--- src/rtl/rv_ctrl_pkg.sv ---
// Shared encodings for the multi-cycle RISC-V control path: FSM states,
// supported opcode/funct3 pairs and the datapath control codes.
package rv_ctrl_pkg;

   typedef enum logic [2:0] {
      FETCH  = 3'd0,
      DECODE = 3'd1,
      EX_I   = 3'd2,
      EX_B   = 3'd3,
      MEM    = 3'd4,
      WB     = 3'd5,
      HALT   = 3'd6
   } state_t;

   localparam logic [6:0] OP_IMM    = 7'b0010011;
   localparam logic [6:0] OP_BRANCH = 7'b1100011;
   localparam logic [6:0] OP_LOAD   = 7'b0000011;

   localparam logic [2:0] F3_ADDI = 3'b000;
   localparam logic [2:0] F3_BNE  = 3'b001;
   localparam logic [2:0] F3_LBU  = 3'b100;

   localparam logic [2:0] ALU_ADD = 3'b000;
   localparam logic [2:0] ALU_SUB = 3'b001;

   localparam logic [1:0] IMM_I = 2'b00;
   localparam logic [1:0] IMM_B = 2'b10;

   localparam logic [1:0] ERR_NONE    = 2'b00;
   localparam logic [1:0] ERR_ILLEGAL = 2'b01;
   localparam logic [1:0] ERR_TIMEOUT = 2'b10;

endpackage

--- src/rtl/main_decoder.sv ---
// Classifies the held instruction into one of the supported classes
// (addi, bne, lbu) or flags it as illegal.
module main_decoder
   import rv_ctrl_pkg::*;
#(
   parameter int INSTR_LEN = 32
) (
   input  logic [INSTR_LEN-1:0] instr,
   output logic                 cls_i,
   output logic                 cls_b,
   output logic                 cls_ld,
   output logic                 illegal
);

   logic [6:0] opcode;
   logic [2:0] funct3;
   logic       unused_fields;

   assign opcode = instr[6:0];
   assign funct3 = instr[14:12];
   // Register and immediate fields are consumed by the datapath, not here.
   assign unused_fields = ^{instr[INSTR_LEN-1:15], instr[11:7]};

   assign cls_i   = (opcode == OP_IMM)    && (funct3 == F3_ADDI);
   assign cls_b   = (opcode == OP_BRANCH) && (funct3 == F3_BNE);
   assign cls_ld  = (opcode == OP_LOAD)   && (funct3 == F3_LBU);
   assign illegal = !(cls_i || cls_b || cls_ld);

endmodule

--- src/rtl/multicycle_controller.sv ---
// Multi-cycle sequencer for the reduced RISC-V datapath: fetch handshake,
// per-state datapath controls, ack timeout and retired-instruction count.
module multicycle_controller
   import rv_ctrl_pkg::*;
#(
   parameter int INSTR_LEN = 32,
   parameter int CNT_W     = 16,
   parameter int MAX_WAIT  = 15
) (
   input  logic                 clk,
   input  logic                 rst_n,
   input  logic                 en,
   input  logic [INSTR_LEN-1:0] instr,
   input  logic                 EQ,
   input  logic                 imem_ack,
   input  logic                 dmem_ack,
   output logic                 imem_req,
   output logic                 IRwrite,
   output logic                 PCwrite,
   output logic                 PCsrc,
   output logic                 RegWrite,
   output logic                 ResultSrc,
   output logic [2:0]           ALUctrl,
   output logic                 ALUsrc,
   output logic [1:0]           ImmSrc,
   output logic                 dmem_req,
   output logic                 halt,
   output logic [1:0]           err_code,
   output logic [CNT_W-1:0]     instret
);

   localparam int WAIT_W = $clog2(MAX_WAIT + 1);

   state_t            state, state_nx;
   logic [WAIT_W-1:0] wait_cnt, wait_nx;
   logic [1:0]        err_nx;
   logic              retire;
   logic              req, ack;
   logic              cls_i, cls_b, cls_ld, illegal;

   main_decoder #(.INSTR_LEN(INSTR_LEN)) u_dec (
      .instr   (instr),
      .cls_i   (cls_i),
      .cls_b   (cls_b),
      .cls_ld  (cls_ld),
      .illegal (illegal)
   );

   // The one outstanding handshake, if any, in the current state.
   assign req = ((state == FETCH) && en) || (state == MEM);
   assign ack = (state == FETCH) ? imem_ack : dmem_ack;

   always_comb begin
      // NOTE: every variable gets a default first so no path leaves it unassigned (no latch).
      state_nx = state;
      wait_nx  = '0;
      err_nx   = err_code;
      retire   = 1'b0;
      unique case (state)
         FETCH, MEM: begin
            if (req && ack) begin
               state_nx = (state == FETCH) ? DECODE : WB;
            end else if (req && (wait_cnt == WAIT_W'(MAX_WAIT))) begin
               state_nx = HALT;
               err_nx   = ERR_TIMEOUT;
            end else if (req) begin
               wait_nx = wait_cnt + WAIT_W'(1);
            end
         end
         DECODE: begin
            if (cls_i)       state_nx = EX_I;
            else if (cls_b)  state_nx = EX_B;
            else if (cls_ld) state_nx = MEM;
            else begin
               state_nx = HALT;
               err_nx   = ERR_ILLEGAL;
            end
         end
         EX_I, EX_B, WB: begin
            state_nx = FETCH;
            retire   = 1'b1;
         end
         HALT:    state_nx = HALT;
         default: state_nx = FETCH;
      endcase
   end

   // NOTE: sequential state uses non-blocking assignments so all registers update together.
   always_ff @(posedge clk or negedge rst_n) begin
      if (!rst_n) begin
         state    <= FETCH;
         wait_cnt <= '0;
         err_code <= ERR_NONE;
         instret  <= '0;
      end else begin
         state    <= state_nx;
         wait_cnt <= wait_nx;
         err_code <= err_nx;
         if (retire) instret <= instret + CNT_W'(1);
      end
   end

   always_comb begin
      imem_req  = 1'b0;
      IRwrite   = 1'b0;
      PCwrite   = 1'b0;
      PCsrc     = 1'b0;
      RegWrite  = 1'b0;
      ResultSrc = 1'b0;
      ALUctrl   = ALU_ADD;
      ALUsrc    = 1'b0;
      ImmSrc    = IMM_I;
      dmem_req  = 1'b0;
      halt      = 1'b0;
      unique case (state)
         // FETCH is the reset state, so its en-driven strobes are masked while rst_n is low.
         FETCH: begin
            imem_req = en && rst_n;
            IRwrite  = en && imem_ack && rst_n;
         end
         EX_I: begin
            ALUsrc   = 1'b1;
            ImmSrc   = IMM_I;
            ALUctrl  = ALU_ADD;
            RegWrite = 1'b1;
            PCwrite  = 1'b1;
         end
         EX_B: begin
            ALUctrl = ALU_SUB;
            ImmSrc  = IMM_B;
            PCwrite = 1'b1;
            PCsrc   = ~EQ;
         end
         MEM: begin
            dmem_req = 1'b1;
            ALUsrc   = 1'b1;
            ImmSrc   = IMM_I;
            ALUctrl  = ALU_ADD;
         end
         WB: begin
            RegWrite  = 1'b1;
            ResultSrc = 1'b1;
            PCwrite   = 1'b1;
         end
         HALT:    halt = 1'b1;
         default: ;
      endcase
   end

endmodule

--- config.mk ---
export PLATFORM = sky130hd
export DESIGN_NAME = multicycle_controller
export DESIGN_NICKNAME = d
export VERILOG_FILES = /design/src/rtl/rv_ctrl_pkg.sv /design/src/rtl/main_decoder.sv /design/src/rtl/multicycle_controller.sv
export SDC_FILE = /design/constraint.sdc
export NUM_CORES = 1
export LEC_CHECK = 0
export CELL_PAD_IN_SITES_DETAIL_PLACEMENT = 2
export CELL_PAD_IN_SITES_GLOBAL_PLACEMENT = 2
export CORE_ASPECT_RATIO = 1.5
export CORE_MARGIN = 5
export CORE_UTILIZATION = 23
export DETAILED_ROUTE_END_ITERATION = 8
export GPL_TIMING_DRIVEN = 1
export PLACE_DENSITY_LB_ADDON = 0.05
export SYNTH_ARGS = -nofsm -noshare
export SYNTH_HDL_FRONTEND = slang
export SYNTH_SLANG_ARGS = --single-unit
--- constraint.sdc ---
create_clock -name clk -period 3.7 [get_ports clk]
set_input_delay 0.37 -clock clk [delete_from_list [all_inputs] [get_ports clk]]
set_output_delay 0.37 -clock clk [all_outputs]
set_load 0.02 [all_outputs]
==> flow_results.org, run 1 <==
** Outcome
- Status :: finished clean

** Critical path
- Crit. End Element :: primary output
- In this run the worst setup path begins at state[1]$_DFFE_PN0P_.
- At the worst endpoint, the required time is 3.33 ns.
- Setup crit end :: IRwrite
- The worst register-to-register path ends at err_code[0]$_DFFE_PN0P_.
- The worst setup path is launched from a flip-flop.
- Largest fanout of any net on the critical path :: 8
- The signal on the critical path passes through nor2_1 -> and4b_1 -> and2_1 -> clkdlybuf4s50_1.
- In this design, the stage delay of the slowest critical-path cell is 0.60 ns.
- At the worst endpoint, the arrival time is about 2.0 ns.
- Counting cells, the worst reg-to-reg path comes to 6.
- Slowest stage cell on the critical path :: clkdlybuf4s50_1
- Setup slack on the worst reg-to-reg path comes out at about 1.8 ns.
- The worst setup path is of the reg2out kind.
- The startpoint identified for the worst register-to-register timing path is wait_cnt[0]$_DFF_PN0_.

** Yosys
- Gate count after technology mapping :: 130
- Synthesized area divided by synthesized cell count :: roughly 10 sq um
- For this run, the register share of the synthesized area comes to 0.478.
- Yosys Warn Count :: 0
- Library cell with the highest instance count after synthesis :: dfrtp_1
- Number of distinct library cells after synthesis :: 41
- Number of enable-type register cells in the synthesized netlist :: 0
- Leading cell types by total area after synthesis :: dfrtp_1, xnor2_1, xor2_1, nor2_1, nand3_1
- dfrtp_1 takes more of the synthesized area than any other cell.
- The commonest cells after synthesis are dfrtp_1, nor2_1, xnor2_1.
- The cell area that synthesis handed to floorplanning was around 1300 sq um.
- Async set-or-reset flop fraction in the synthesized netlist :: 1.00
- Register bit count reported by yosys :: 25
- Fraction of synthesized cell area taken by the top area cell type :: 0.478
- For this run, the leading register cell type out of synthesis is dfrtp_1.

** Floorplanning
- Total number of placement rows :: 33
- Pin placement for this block handled 70 I/O pins.
- For this configuration, the core starts out at a cell density of 0.239.
- Horizontal extent of the die :: around 72 um
- DIE AREA :: 7340 sq um
- Die height :: about 100 um
- In this run the standard cell core region covers roughly 5500 sq um.

** Clocking
- Clock-pin slew was measured on the worst setup and hold paths at 0.09 ns.
- H-tree depth :: 1
- Clock latency on the worst-skew pair, taken at its later pin, is 0.27 ns.
- TritonCTS created 3 clock buffers.
- The number of setup buffers added after CTS is 0.
- Post-cts resize count :: 0
- Counting along the longest clock path gives a buffer depth of 2.
- The clock drives 25 sinks.
- TritonCTS built the clock tree.
- The cell sitting at the root of the clock tree is a clkbuf_8.
- Count of hold buffers inserted by post-cts repair :: 0

** Timing
- Timing would allow up to 0.427 GHz.
- The clock arrives with 0.00643 ns of skew.
- The total count of hold-check failures in the final report came to 0.
- Final-report setup violation count :: 0
- Setup repair after global routing left no endpoint under its margin.
- Total negative setup slack :: 0 ns
- The total count of max-transition violations in the final report was 0.
- At the pin with the least slew margin, the transition time is between 0.4 and 0.5 ns.
- Minimum clock period :: 2.34 ns
- The worst pin sits at a relative slew slack of 0.664.
- Of the available clock period, the critical path in the final layout requires 0.633.

** Global route
- Vias in the first global route :: 1240
- Initial antenna violation count :: 0
- Wire length of the first global-routing pass :: 6340 um
- In the global route stage, overall resource usage came out at 0.112.
- Entering global routing, the biggest net connects 26 pins.
- Remaining global-route overflow :: 0

** Drt
- Length of the first detailed-routing pass in iterations :: 2
- After detailed routing, the number of vias per cell comes to 4.64.
- Starting DRC count in detailed routing :: 16
- The count of nets left with antenna violations once routing finished came out at 0.
- Routed Wire Length :: 3940 um
- Via count :: 1141
- In the routed design, unresolved DRC markers number 0.
- Post-DR wirelength/cell :: about 16 um

** Finish
- In the final layout, the share of cells above drive strength 1 is 0.0568.
- Synthesis-to-finish area growth :: 42.4%
- After the last flow step, the layout net total stands at 217.
- The count of cells in the finished layout, fillers not included, comes to 246.
- Final core utilization :: 0.340
- 0 antenna diodes ended up in the layout.
- Total of fill cells in the finished design :: 596

** Power and ir drop
- VDD IR max :: between 0.2 and 0.25 mV
- For this design the static power due to leakage is 0.783 nW.
- The design draws around 1.1 mW.
- Pwr/cell area :: 600 nW/um^2

** Job
- Maxcap violations :: 0

** Worst hold path
- The path class of the tightest hold or removal check is reg2reg.

** Place
- After detailed placement, the design holds a cell count of 242.
- Port bufs :: 44
- Summed over all nets, the half-perimeter wirelength after detailed placement is 3240 um.
- The congestion estimate from routability-driven global placement came to 0.682.
[how the worst min path moves through the flow]
stage,start,end,slack (ns),depth (start not counted)
finish,wait_cnt[0]$_DFF_PN0_,wait_cnt[0]$_DFF_PN0_,0.47,1
global route,wait_cnt[0]$_DFF_PN0_,wait_cnt[0]$_DFF_PN0_,0.51,1
CTS,wait_cnt[0]$_DFF_PN0_,wait_cnt[0]$_DFF_PN0_,0.48,1
detailed placement,instret[15]$_DFFE_PN0P_,instret[15]$_DFFE_PN0P_,0.47,1
global placement,wait_cnt[0]$_DFF_PN0_,wait_cnt[0]$_DFF_PN0_,0.45,1
floorplan,rst_n,err_code[0]$_DFFE_PN0P_,0.07,0
[area by class of cell]
class	count	area, sq um	share of cell area
Inverter	5	18.8	0.0101
Timing Repair Buffer	45	448	0.240
Tap cell	70	87.6	0.0469
Clock inverter	1	5.00	0.00268
Sequential cell	25	626	0.335
Clock buffer	3	41.3	0.0221
Multi-Input combinational cell	97	639	0.343
[worst max-delay path: cells and delay by family (launching register included)]
family,cells,cell delay (ns)
buffers and inverters,1,0.60
AND/OR/NAND/NOR,3,0.62
flip-flops,1,0.49
[cells by family after synthesis]
family | Yosys count | share of synthesized area
AOI/OAI and AO/OA | 18 | 0.0917
xor gates and xnor gates | 17 | 0.114
adders and majority gates | 2 | 0.0191
buffers and inverters | 10 | 0.0401
DFF | 25 | 0.478
muxes | 1 | 0.00860
other | 1 | 0.00286
and+or+nand+nor | 56 | 0.246
[metal layers]
metal  vias to the layer above  wire (um)  part of all wire  GRT usage
met1                       569       1300              0.33      0.108
met5                         -          0                 0          0
met4                         0         29            0.0074     0.0347
met3                         2        243             0.062     0.0266
met2                        29       2360              0.60      0.227
li1                        541          -                 -          -
[power breakdown]
part	switching [mW]	leakage, nW	internal, mW	total (mW)
combinational	0.274	0.427	0.254	0.528
clock	0.0883	0.0255	0.0753	0.164
sequential	0.0912	0.331	0.337	0.428
[registers in the layout (all words and copies together), names as in the netlist]
| name | flops |
|---|---|
| err_code | 2 |
| wait_cnt | 4 |
| instret | 16 |
| state | 3 |
[through the flow]
| stage | instance area, sq um | worst slack (ns) | hold WS (ns) |
|---|---|---|---|
| after floorplan | 1320 | 1.91 | 0.0744 |
| after global placement | 1820 | 1.30 | 0.454 |
| after detailed placement | 1820 | 1.29 | 0.471 |
| after CTS | 1870 | 1.30 | 0.484 |
| after global routing | 1870 | 1.23 | 0.509 |
| final | 1870 | 1.36 | 0.474 |
[placed cells by master, fill, tap and decap left out, types with 2 or more instances in the layout]
| cell | synthesis | final |
|---|---|---|
| clkdlybuf4s50_1 | 0 | 44 |
| dfrtp_1 | 25 | 25 |
| nor2_1 | 12 | 12 |
| xnor2_1 | 11 | 11 |
| nand3_1 | 8 | 8 |
| nand2_1 | 8 | 8 |
| xor2_1 | 6 | 6 |
| nand2b_1 | 4 | 4 |
| o21ai_0 | 4 | 4 |
| and3_1 | 4 | 4 |
| and2_1 | 3 | 3 |
| inv_1 | 3 | 3 |
| o21ai_1 | 3 | 3 |
| conb_1 | 1 | 3 |
| clkbuf_8 | 0 | 3 |
| inv_2 | 2 | 2 |
| nor2b_1 | 2 | 2 |
| a21oi_1 | 2 | 2 |
| nor3_1 | 2 | 2 |
| o21a_1 | 2 | 2 |
| nand4_1 | 2 | 2 |
| ha_1 | 2 | 2 |
No activity file was read; power rests on OpenSTA's default activity.
==> run 2, diff against run 1 <==
Settings changed: CORE_UTILIZATION 23 to 22.
Clock period 3.7 ns to 2.4 ns, I/O delays scaled along.
==> run 2 against run 1 <==
Register-to-register slack lost 1.3 ns. Core utilization down 1.7 points. Count of clock-buffer cells in the layout rose by 1. Power is 53% higher. Clock power increased by 49%. Highest routed layer unchanged. Sequential share of layout area is essentially flat. Sequential power is 54% higher. Critical path type unchanged. Final area about the same. Clock skew fell by 0.0012 ns.
==> flow_results.org, run 2 (synthesized netlist as in run 1, its figures left out) <==
** Outcome
- The flow ran to the end, and the final reports show no timing, DRC or antenna violations.

** Clocking
- In this run, post-CTS repair resized a total of 0 instances.
- Number of buffers added by the clock tree synthesis step :: 3
- Post-CTS Setup Inserts :: 0
- Count of hold buffers inserted by post-cts repair :: 0
- The tree built by TritonCTS fans out to 25 sinks.
- TritonCTS clock tree :: yes
- Maximum root-to-sink buffer count :: 2
- CTS built an H-tree with a depth of 1.
- Skew-Pair Late Insertion Delay :: 0.26 ns
- Clk root buf :: clkbuf_8
- After clock tree synthesis, the clock-pin slew on the worst setup and hold paths is 0.09 ns.

** Global route
- Initial antenna violation count :: 0
- Entering global routing, the biggest net connects 26 pins.
- Overall track demand over capacity in global routing :: 0.102
- Global routing finished with a remaining overflow of 0.
- The via count of the first global-routing pass came to 1309.
- The first global-routing pass estimated approximately 6000 um of wire.

** Floorplanning
- After floorplanning, the core was divided into 34 placement rows.
- I/O pin count :: 70
- Measured along the y axis, the die boundary spans 105 um.
- Area inside the core boundary :: 5790 sq um
- For this configuration, the core starts out at a cell density of 0.226.
- DIE AREA :: 7630 sq um
- Horizontal extent of the die :: 73.0 um

** Drt
- The first TritonRoute pass finished after 2 iterations.
- After detailed routing, the number of vias per cell comes to 4.56.
- In this run the remaining antenna-violating nets after routing total 0.
- Starting DRC count in detailed routing :: 24
- The final route contains around 1100 vias.
- Dividing the detail-routed wire length by the instance count gives 15.1 um.
- After detailed routing, the number of remaining DRC violations is 0.
- Wires add up to 3740 um.

** Finish
- Fraction of layout instances using a drive strength above 1 :: 0.0511
- The layout has 662 filler cells.
- Antenna diode count :: 0
- The net count of the finished layout is about 220.
- Final Instance Area :: 1870 sq um
- Synthesis-to-finish area growth :: 42.5%
- Register with the most flip-flops :: instret
- The largest registers in the layout are instret (16), wait_cnt (4), state (3).
- Number of flip-flops in the largest register :: 16
- Most common cell after layout, fill and taps aside :: clkdlybuf4s50_1
- Commonest cells after routing, fill and taps aside :: clkdlybuf4s50_1, dfrtp_1, nor2_1

** Place
- Port bufs :: 44
- Cell area after placement :: between 1500 and 2000 sq um
- HPWL after detailed placement :: 3160 um
- Final weighted congestion in routability-driven placement :: about 0.7

** Critical path
- At the worst endpoint, the required time is 2.16 ns.
- Largest fanout of any net on the critical path :: 8
- CP arrival :: roughly 2 ns
- Type of the setup path with the least slack :: reg2out
- The worst setup path is launched from a flip-flop.
- Crit. End Element :: primary output

** Timing
- Max Fclk :: 0.449 GHz
- Hold Worst Slack :: ~0.4 ns
- The smallest clock period supported by the final layout is computed as 2.23 ns.
- Unrepaired setup endpoints after global routing :: false
- Setup violations remaining at the end of the flow were counted as 0.
- Number of pins with negative max-slew slack in the final report :: 0
- Number of hold violations in the final report :: 0
- In the finished design, the share of the clock period the worst path needs comes to 0.927.
- In the final timing run, aggregate negative setup slack is 0 ns.
- For the final database, setup skew stands at roughly 0.0053 ns.

** Job
- The tool flagged a number of max-cap violations equal to 0.

** Power and ir drop
- Pwr/cell area :: 919 nW/um^2
- IR analysis of the VDD net gives a maximum drop of 0.361 mV.
- For this design the static power due to leakage is 0.780 nW.
- Total design power :: 1.72 mW

** Worst hold path
- Type of the tightest min-delay check :: in2async
==> run 2: stage by stage <==
stage,worst slack [ns],utilization,instances
4_1_cts,0.122,0.323,248
3_3_place_gp,0.152,0.315,244
5_1_grt,0.0275,0.323,248
3_5_place_dp,0.0653,0.315,244
2_1_floorplan,0.734,-,132
6_report,0.175,0.323,248
==> run 2: worst max-delay path, stage by stage (launching register included) <==
cell and delay, ns:
dfrtp_1 0.48, nor2_1 0.24, and4b_1 0.24, and2_1 0.14, clkdlybuf4s50_1 0.62
==> run 2: path summary, 6_finish.rpt <==
check / start / endpoint / slack, ns / cells after the start
min in group clk: instret[15]$_DFFE_PN0P_ / instret[15]$_DFFE_PN0P_ / 0.48 / 1
max: state[1]$_DFFE_PN0P_ / IRwrite / 0.17 / 4
max reg2reg: state[2]$_DFFE_PN0P_ / instret[15]$_DFFE_PN0P_ / 0.56 / 6
min reg2reg: instret[15]$_DFFE_PN0P_ / instret[15]$_DFFE_PN0P_ / 0.48 / 1
max in group asynchronous: rst_n / state[2]$_DFFE_PN0P_ / 1.75 / 2
min: rst_n / wait_cnt[3]$_DFF_PN0_ / 0.39 / 2
==> run 2: layout make-up <==
cell class / instances / area (sq um) / share of cell area
repair buffers: 45 / 448 / 0.240
multi-input cells: 97 / 639 / 0.342
inverters: 5 / 18.8 / 0.0101
flip-flops and latches: 25 / 626 / 0.335
clock buffers: 4 / 45.0 / 0.0241
well taps: 72 / 90.1 / 0.0483
==> run 2: power breakdown <==
group | internal, mW | switching (mW)
clock | 0.118 | 0.126
combinational | 0.394 | 0.421
sequential | 0.520 | 0.137
==> run 2: layer usage <==
metal	routed length [um]	GRT usage	share of wire
met5	0	0	0
met4	24	0.0277	0.0064
met3	205	0.0261	0.055
met2	2180	0.205	0.58
met1	1330	0.0955	0.36
==> run 3, diff against run 2 <==
Settings changed: GPL_ROUTABILITY_DRIVEN set to 0.
==> results of run 3 <==
Same layout as run 2: the final DEF is identical, and so are final timing and power.
